`config.mk`:
```
export PLATFORM = sky130hd
export DESIGN_NAME = fixed_point_sqrt_arbiter
export DESIGN_NICKNAME = d
export VERILOG_FILES = /design/src/rtl/fixed_point_sqrt_arbiter_pkg.sv /design/src/rtl/fixed_point_sqrt_arbiter_round_robin_picker.sv /design/src/rtl/fixed_point_sqrt_arbiter.sv
export SDC_FILE = /design/constraint.sdc
export NUM_CORES = 1
export LEC_CHECK = 0
export ABC_AREA = 1
export CELL_PAD_IN_SITES_DETAIL_PLACEMENT = 2
export CELL_PAD_IN_SITES_GLOBAL_PLACEMENT = 2
export CORE_MARGIN = 5
export CORE_UTILIZATION = 21
export CTS_CLUSTER_DIAMETER = 40
export DETAILED_ROUTE_END_ITERATION = 6
export PLACE_DENSITY = 0.9
export SYNTH_ARGS = -nofsm -noshare
export SYNTH_HDL_FRONTEND = slang
export SYNTH_SLANG_ARGS = --single-unit
```
`constraint.sdc`:
```
create_clock -name Clock -period 3.55 [get_ports Clock]
set_clock_uncertainty 0.15 [all_clocks]
set_input_delay 0.71 -clock Clock [delete_from_list [all_inputs] [get_ports Clock]]
set_output_delay 0.71 -clock Clock [all_outputs]
set_load 0.005 [all_outputs]
```
`src/rtl/fixed_point_sqrt_arbiter_pkg.sv`:
```
// Shared definitions for the square-root arbiter: fixed-point widths and
// default requester count / tag width.
package fixed_point_sqrt_arbiter_pkg;

  localparam int WIDTH        = 32;
  localparam int LONG_WIDTH   = 64;
  localparam int SCALE        = 17;
  localparam int SQRT_NUM_REQ = 4;
  localparam int SQRT_TAG_W   = 2;

  typedef logic [WIDTH-1:0]      sqrtResult_t;
  typedef logic [LONG_WIDTH-1:0] sqrtOperand_t;

endpackage

```
`src/rtl/fixed_point_sqrt_arbiter_round_robin_picker.sv`:
```
// Combinational round-robin picker: first set bit of elig at or after ptr,
// wrapping modulo N. Reusable by any shared-unit arbiter.
module round_robin_picker #(
  parameter int N     = 4,
  parameter int IDX_W = 2
) (
  input  logic [N-1:0]     elig,
  input  logic [IDX_W-1:0] ptr,
  output logic [N-1:0]     win,
  output logic [IDX_W-1:0] winIndex,
  output logic             anyWin
);

  logic [IDX_W-1:0] idx;

  // Rotating priority search starting at ptr
  always_comb begin
    win      = {N{1'b0}};
    winIndex = {IDX_W{1'b0}};
    anyWin   = 1'b0;
    idx      = ptr;
    for (int i = 0; i < N; i++) begin
      idx = IDX_W'((int'(ptr) + i) % N);
      if (!anyWin && elig[idx]) begin
        win[idx] = 1'b1;
        winIndex = idx;
        anyWin   = 1'b1;
      end else begin
        anyWin = anyWin;
      end
    end
  end

endmodule

```
`src/rtl/fixed_point_sqrt_arbiter.sv`:
```
// Round-robin arbiter sharing one pipelined fixed-point square-root unit
// among NUM_REQ requesters, with tagged return into per-requester holding registers.
module fixed_point_sqrt_arbiter
  import fixed_point_sqrt_arbiter_pkg::*;
#(
  parameter int NUM_REQ      = SQRT_NUM_REQ,
  parameter int SQRT_LATENCY = 1,
  parameter int TAG_W        = SQRT_TAG_W
) (
  input  logic                        Clock,
  input  logic                        Reset,
  input  logic [NUM_REQ-1:0]          iRequest,
  input  logic [NUM_REQ*LONG_WIDTH-1:0] iOperand,
  output logic [NUM_REQ-1:0]          oGrant,
  output logic [LONG_WIDTH-1:0]       oSqrtOperand,
  output logic                        oSqrtInputReady,
  input  logic                        iSqrtOutputReady,
  input  logic [WIDTH-1:0]            iSqrtResult,
  output logic [NUM_REQ*WIDTH-1:0]    oResult,
  output logic [NUM_REQ-1:0]          oResultValid,
  input  logic [NUM_REQ-1:0]          iResultAck,
  output logic                        oProtocolError
);

  logic [NUM_REQ-1:0]       inflight;
  logic [NUM_REQ-1:0]       elig;
  logic [NUM_REQ-1:0]       win;
  logic [TAG_W-1:0]         winIndex;
  logic                     anyWin;
  logic [TAG_W-1:0]         ptr;
  logic [TAG_W-1:0]         ptrNext;
  logic [TAG_W-1:0]         issueTag;
  sqrtOperand_t             opSel;

  logic                     pipeValid [SQRT_LATENCY];
  logic [TAG_W-1:0]         pipeTag   [SQRT_LATENCY];
  logic                     lastValid;
  logic [TAG_W-1:0]         lastTag;

  logic [NUM_REQ-1:0]       lastOneHot;
  logic [NUM_REQ-1:0]       landMask;
  logic [NUM_REQ-1:0]       inflightNext;
  logic [NUM_REQ-1:0]       validNext;
  logic [NUM_REQ*WIDTH-1:0] resultNext;
  logic                     errorNext;

  assign lastValid = pipeValid[SQRT_LATENCY-1];
  assign lastTag   = pipeTag[SQRT_LATENCY-1];

  // One outstanding operation per requester: busy from grant until ack
  always_comb begin
    elig = iRequest & ~inflight & ~oResultValid;
  end

  round_robin_picker #(
    .N     (NUM_REQ),
    .IDX_W (TAG_W)
  ) uPicker (
    .elig     (elig),
    .ptr      (ptr),
    .win      (win),
    .winIndex (winIndex),
    .anyWin   (anyWin)
  );

  // One-hot operand mux driven by the winner vector
  always_comb begin
    opSel = {LONG_WIDTH{1'b0}};
    for (int k = 0; k < NUM_REQ; k++) begin
      opSel = opSel | ({LONG_WIDTH{win[k]}} & iOperand[k*LONG_WIDTH +: LONG_WIDTH]);
    end
  end

  // Pointer moves just past the winner; unchanged when idle
  always_comb begin
    if (!anyWin) begin
      ptrNext = ptr;
    end else if (winIndex == TAG_W'(NUM_REQ - 1)) begin
      ptrNext = {TAG_W{1'b0}};
    end else begin
      ptrNext = winIndex + TAG_W'(1);
    end
  end

  // Result landing, ack clearing and protocol checking against the tag pipe
  always_comb begin
    lastOneHot = {NUM_REQ{1'b0}};
    for (int k = 0; k < NUM_REQ; k++) begin
      lastOneHot[k] = lastValid && (lastTag == TAG_W'(k));
    end
    landMask = lastOneHot & {NUM_REQ{iSqrtOutputReady}};
    // A valid tag always retires its inflight bit, even if the result never came
    inflightNext = (inflight | win) & ~lastOneHot;
    validNext    = (oResultValid & ~iResultAck) | landMask;
    errorNext    = oProtocolError | (iSqrtOutputReady ^ lastValid);
    resultNext   = oResult;
    for (int k = 0; k < NUM_REQ; k++) begin
      resultNext[k*WIDTH +: WIDTH] = landMask[k] ? iSqrtResult : oResult[k*WIDTH +: WIDTH];
    end
  end

  // Issue stage: grant pulse, operand and strobe towards the sqrt unit
  always_ff @(posedge Clock) begin
    if (Reset) begin
      oGrant          <= {NUM_REQ{1'b0}};
      oSqrtInputReady <= 1'b0;
      oSqrtOperand    <= {LONG_WIDTH{1'b0}};
      issueTag        <= {TAG_W{1'b0}};
      ptr             <= {TAG_W{1'b0}};
    end else begin
      oGrant          <= win;
      oSqrtInputReady <= anyWin;
      oSqrtOperand    <= anyWin ? opSel : oSqrtOperand;
      issueTag        <= winIndex;
      ptr             <= ptrNext;
    end
  end

  // Tag pipe: stage 0 follows the issue strobe, last stage meets OutputReady
  always_ff @(posedge Clock) begin
    if (Reset) begin
      for (int i = 0; i < SQRT_LATENCY; i++) begin
        pipeValid[i] <= 1'b0;
        pipeTag[i]   <= {TAG_W{1'b0}};
      end
    end else begin
      pipeValid[0] <= oSqrtInputReady;
      pipeTag[0]   <= issueTag;
      for (int i = 1; i < SQRT_LATENCY; i++) begin
        pipeValid[i] <= pipeValid[i-1];
        pipeTag[i]   <= pipeTag[i-1];
      end
    end
  end

  // Per-requester bookkeeping, held results and sticky error
  always_ff @(posedge Clock) begin
    if (Reset) begin
      inflight       <= {NUM_REQ{1'b0}};
      oResultValid   <= {NUM_REQ{1'b0}};
      oResult        <= {(NUM_REQ*WIDTH){1'b0}};
      oProtocolError <= 1'b0;
    end else begin
      inflight       <= inflightNext;
      oResultValid   <= validNext;
      oResult        <= resultNext;
      oProtocolError <= errorNext;
    end
  end

endmodule

```
==> metrics.txt, run 1 <==
status finished, final reports clean; Syn Area/Cell 6.77 µm²; CTS tree built; maximum number of pins on one net before global-route repair 132; final hold vios 0; fin crit period 3.34 ns; worst-skew pair later-pin latency 0.56 ns; startpoint types flop; Post-CTS Setup Repair Bufs 0; Post-synth ARST share 0; Resize count post-CTS 0; final wirelength 58,400 µm; Post-DRT Antenna Nets 0; die width 225 µm; # setup viols final 0; Crit Reg-Reg Startpoint ptr[1]; Worst setup startpoint ptr[1]; Power Dens Cells 818 nW/µm²; syn nets 1,742; layout cell share with drive strength beyond 1 0.0781; most frequent cell after synthesis nand2_1; HPWL Detailed 41,900 µm; Max VDD drop 430 µV; Synth Instances 1,435; fin crit share 0.939; Max-cap violations 0; Slew HR 0.349; Main synth FF type dfxtp_1; Synth area leader dfxtp_1; Worst Max-Slew Pin Slew 0.977 ns; commonest cells in the netlist nand2_1, nor2_1, dfxtp_1; Initial DRC Count 600; TritonCTS buffer count 46; # DRC 0; Final Cell Area 16,900 µm²; Mapped Area 9710 µm²; vias in the first global route 13,800; PortBufs 500; Hold Path Class reg2reg; routed len/inst 22.8 µm; Fill cells 5,136; #FFs+latches synth 213; core area 45,600 µm²; global-route wire length before repair 85,500 µm; WL met3 4230 µm; Yosys Warn Count 0; Hold Path Stages 2; Max Used Layer met5; Initial Util 0.213; CTS clk-pin slew, worst paths 0.04 ns; area added between synthesis and finish 74.2%; Total Negative Setup Slacks 0 ns; Worst Path Required 3.81 ns; number of synthesized flops with an enable pin 0; GPL Wtd Cong 0.897; DR vias 12,100; drt first pass iters 5; synth top area cells dfxtp_1, nand2_1, nor2_1; R2R cell count 14; site row count 78; crit-path cells inv_2 -> ha_1 -> inv_1 -> nand2_1 -> nand2_2 -> nand3_1 -> nand2_1 -> nor2_1 -> nand2_2 -> buf_12 -> nand2_1 -> nand3_1 -> nor2_1 -> nor2_1; Synth top area share 0.439; CP Max Fanout 26; unrepaired setup endpoints after global routing no; Clock Sink Count 213; Ports 501; WP data arrival 3.60 ns; antenna violations before repair 6; CTS max path bufs 3; Remaining Overflow, GRT 0; GRT Total Usage 0.217; crit end category flop; CTS H-tree depth 2; Hold Startpoint issueTag[0]; WL met2 30,200 µm; Max Clock Freq 300 MHz; vias per cell 4.72; Slowest cell on crit path dfxtp_1; chip height 225 µm; Distinct cells, synth 27; Seq/Total Area, Yosys 0.439; placed instance area 15,300 µm²; CTS root buf clkbuf_16; Static Leak 0.00681 µW; Hold-fix buffers, CTS 0; Die Area 50,600 µm²; Max Slew Vio Count 0; # nets final 2,230; length of routed wiring on met1 22,100 µm; critical setup path kind reg2reg; crit-path max cell delay 0.55 ns
==> cell type report <==
type	count	area (µm²)	area share
timing repair buffer	538	5370	0.317
multi-input combinational	1058	4660	0.275
sequential	213	4260	0.252
clock buffer	50	1190	0.0701
tap	600	751	0.0444
clock inverter	35	417	0.0246
inverter	66	255	0.0151
antenna	5	12.5	0.000740
==> through the flow <==
stage | cells | setup WS [ns] | utilization | total power, µW | hold WS [ns]
2_1_floorplan | 1435 | 1.28 | - | 6820 | 0.238
3_3_place_gp | 2475 | 0.219 | 0.336 | 9040 | 0.250
3_5_place_dp | 2475 | 0.0643 | 0.336 | 9390 | 0.250
4_1_cts | 2560 | 0.170 | 0.371 | 14100 | 0.256
5_1_grt | 2563 | 0.0307 | 0.371 | 14800 | 0.282
6_report | 2565 | 0.215 | 0.371 | 13800 | 0.255
==> cell usage in the layout, fill, tap and decap left out, drive strengths merged <==
| master | count |
|---|---|
| clkdlybuf4s50 | 498 |
| nand2 | 430 |
| nor2 | 219 |
| dfxtp | 213 |
| nand3 | 150 |
| o21ai | 132 |
| a21oi | 106 |
| inv | 71 |
| clkbuf | 50 |
| buf | 40 |
| clkinv | 13 |
| clkinvlp | 10 |
| ha | 8 |
| bufinv | 7 |
| nand4 | 6 |
| diode | 5 |
| nor3 | 3 |
| o211ai | 1 |
| nor3b | 1 |
| or2 | 1 |
| nand3b | 1 |
==> worst max-delay path, delay by kind of cell, from the launching register on <==
family	cells	cell delay, ns
and+or+nand+nor	10	1.50
buffers and inverters	3	0.58
DFF	1	0.55
adders and majority gates	1	0.40
==> worst paths after layout <==
| kind | end | slack [ns] |
|---|---|---|
| max | oSqrtOperand[61] | 0.21 |
| min | pipeTag[0][0] | 0.25 |
| max reg2reg | oSqrtOperand[61] | 0.21 |
| min reg2reg | pipeTag[0][0] | 0.25 |
==> sequential cells by signal (all words and copies together), names as in the netlist, 2 cells and up, named ones only <==
register and cells:
oResult 128, pipeTag 2, oSqrtOperand 64, oResultValid 4
inflight 4, issueTag 2, oGrant 4
==> kinds of logic after synthesis <==
family,count (synthesis),share of synthesized area
fa+ha+maj,8,0.0103
compound gates,239,0.123
simple gates,811,0.343
flops,213,0.439
buf+inv,164,0.0838
==> metal layers <==
| metal | GRT usage | vias up |
|---|---|---|
| met3 | 0.0572 | 113 |
| met2 | 0.405 | 492 |
| met5 | 0 | - |
| li1 | - | 5604 |
| met1 | 0.240 | 5903 |
| met4 | 0.0672 | 2 |
==> where the power goes <==
| part | switching, µW | leakage [µW] | internal (µW) |
|---|---|---|---|
| sequential | 241 | 0.00174 | 2810 |
| combinational | 3870 | 0.00431 | 2450 |
| clock | 1520 | 0.000761 | 2940 |
Note: power is estimated with default switching activity, not from simulation.
==> run 2: changes to the inputs <==
--- a/config.mk
+++ b/config.mk
@@ -6,6 +6,7 @@
 export NUM_CORES = 1
 export LEC_CHECK = 0
 export ABC_AREA = 1
+export ABC_CLOCK_PERIOD_IN_PS = 3550
 export CELL_PAD_IN_SITES_DETAIL_PLACEMENT = 2
 export CELL_PAD_IN_SITES_GLOBAL_PLACEMENT = 2
 export CORE_MARGIN = 5
==> results of run 2 <==
No change in the layout: final DEF, timing and power equal those of run 1.
==> run 3: changes to the inputs <==
--- a/config.mk
+++ b/config.mk
@@ -14,6 +14,7 @@
 export CTS_CLUSTER_DIAMETER = 40
 export DETAILED_ROUTE_END_ITERATION = 6
 export PLACE_DENSITY = 0.9
+export RECOVER_POWER = 50
 export SYNTH_ARGS = -nofsm -noshare
 export SYNTH_HDL_FRONTEND = slang
 export SYNTH_SLANG_ARGS = --single-unit
==> run 3 against run 2 <==
  * The flow now finishes with violations (max-capacitance violations, max-slew violations)
  * Sequential power is essentially flat
  * Register-to-register slack is essentially flat
  * Final area shrank 0.16%
  * Utilization shrank 0.060 points
  * Total power shrank 0.42%
  * Wire length is essentially flat
  * Die area is the same
  * Critical endpoint is now oResult[12]
  * Highest routed layer unchanged
==> metrics.txt, run 3 (same netlist as run 1, synthesis figures left out) <==
status finished, violations left; failing checks max-capacitance violations, max-slew violations; biggest regs oResult (128), oSqrtOperand (64); Static Leak 0.00701 µW (+3.0%); routed len/inst 22.8 µm (about the same); Max-cap violations 1 (+1); Ports 501 (unchanged); site row count 78 (unchanged); fin crit share 0.939 (about the same); die width 225 µm (unchanged); HPWL Detailed 41,900 µm (unchanged); worst reg-to-reg setup slack 0.22 ns (about the same); Post-DRT Antenna Nets 0 (unchanged); FF/Latch Area 4260 µm² (unchanged); Max VDD drop 434 µV (+0.96%); Slowest cell on crit path clkbuf_1; most frequent cells in the layout clkdlybuf4s50_1, nand2_1, nor2_1; Initial Util 0.213 (unchanged); CP Max Fanout 65 (+150%); TritonCTS buffer count 46 (unchanged); Hold-fix buffers, CTS 0 (unchanged); # setup viols final 0 (unchanged); footprint of the multi-input gates 4660 µm² (about the same); CTS max path bufs 3 (unchanged); vias in the first global route 13,800 (unchanged); Die Area 50,600 µm² (unchanged); Remaining Overflow, GRT 0 (unchanged); Largest Register oResult; core area 45,600 µm² (unchanged); vias per cell 4.72 (about the same); area added between synthesis and finish 73.9%; Max Clock Freq 300 MHz (about the same); critical setup path kind in2reg; Total Negative Setup Slacks 0 ns (unchanged); layout cell share with drive strength beyond 1 0.0740 (-0.00408); unrepaired setup endpoints after global routing no; crit-path cells buf_2 -> clkbuf_1 -> nand3_2 -> clkbuf_2 -> o21ai_0 -> a21oi_1; GPL Wtd Cong 0.897 (unchanged); PortBufs 500 (unchanged); Clock Sink Count 213 (unchanged); crit end category flop; GRT Total Usage 0.217 (unchanged); Initial DRC Count 606 (+1.0%); Hold Path Class reg2reg; post-route insts no fill 2,565 (unchanged); Worst Max-Slew Pin Slew 1.92 ns (+0.941 ns); placed instance area 15,300 µm² (unchanged); final wirelength 58,400 µm (about the same); chip height 225 µm (unchanged); DR vias 12,100 (-0.050%); global-route wire length before repair 85,500 µm (unchanged); Post-CTS Setup Repair Bufs 0 (unchanged); fin crit period 3.33 ns (-0.00183 ns); CTS H-tree depth 2 (unchanged); Fill cells 5,148 (+0.23%); antenna violations before repair 6 (unchanged); # nets final 2,230 (unchanged); CTS tree built; Slew HR -0.278 (-0.627); Worst Path Required 3.77 ns (-0.04 ns); Final Cell Area 16,900 µm² (-0.16%); # DRC 0 (unchanged); max FFs per register 128 (unchanged); Place WS 0.0643 ns (unchanged); final hold vios 0 (unchanged); Power Dens Cells 816 nW/µm² (-0.26%); Placed Cells 2,475 (unchanged); crit-path max cell delay 0.90 ns (+0.35 ns); fin util 0.370 (-0.000604); drt first pass iters 5 (unchanged); Max Slew Vio Count 83 (+83); WP data arrival 3.55 ns (-0.05 ns); PnR worst setup slack 0.217 ns (+0.00183 ns); worst-skew pair later-pin latency 0.56 ns (about the same); startpoint types primary input; CTS clk-pin slew, worst paths 0.05 ns (about the same); maximum number of pins on one net before global-route repair 132 (unchanged); CTS root buf clkbuf_16; Resize count post-CTS 0 (unchanged); leading cell type in the layout, fill and taps excluded clkdlybuf4s50_1
[run 3: per-stage QoR]
step           hold WS [ns]  total power (µW)
2_1_floorplan         0.238              6820
3_3_place_gp          0.250              9040
3_5_place_dp          0.250              9390
4_1_cts               0.256             14100
5_1_grt               0.282             14700
6_report              0.255             13800
[run 3: layer usage]
layer | vias up | wire [µm] | global-route usage | part of all wire
met5 | - | 18 | 0 | 0.00031
met4 | 2 | 1820 | 0.0672 | 0.031
met3 | 111 | 4050 | 0.0572 | 0.069
met2 | 468 | 30200 | 0.405 | 0.52
met1 | 5914 | 22300 | 0.240 | 0.38
li1 | 5613 | - | - | -
[run 3: worst paths after layout]
check | from | end | cells after the start
setup / recovery | iSqrtOutputReady | oResult[12] | 6
hold / removal | issueTag[0] | pipeTag[0][0] | 2
setup reg to reg | ptr[1] | oSqrtOperand[61] | 14
hold reg to reg | issueTag[0] | pipeTag[0][0] | 2
[run 3: area by class of cell]
type / instances / area share
Clock inverter: 35 / 0.0247
Tap cell: 600 / 0.0445
Antenna cell: 5 / 0.000741
Inverter: 66 / 0.0151
Timing Repair Buffer: 538 / 0.316
Clock buffer: 50 / 0.0703
Sequential cell: 213 / 0.253
Multi-Input combinational cell: 1058 / 0.276
[run 3: worst max-delay path, delay by kind of cell]
| family | cells | cell delay [ns] |
|---|---|---|
| and+or+nand+nor | 1 | 0.12 |
| buffers and inverters | 3 | 1.90 |
| AOI/OAI and AO/OA | 2 | 0.77 |
[run 3: report_power, final]
part / leakage, µW / internal (µW) / switching (µW)
Sequential: 0.00174 / 2810 / 234
Combinational: 0.00451 / 2400 / 3880
Clock: 0.000761 / 2940 / 1520
Total: 0.00701 / 8150 / 5630
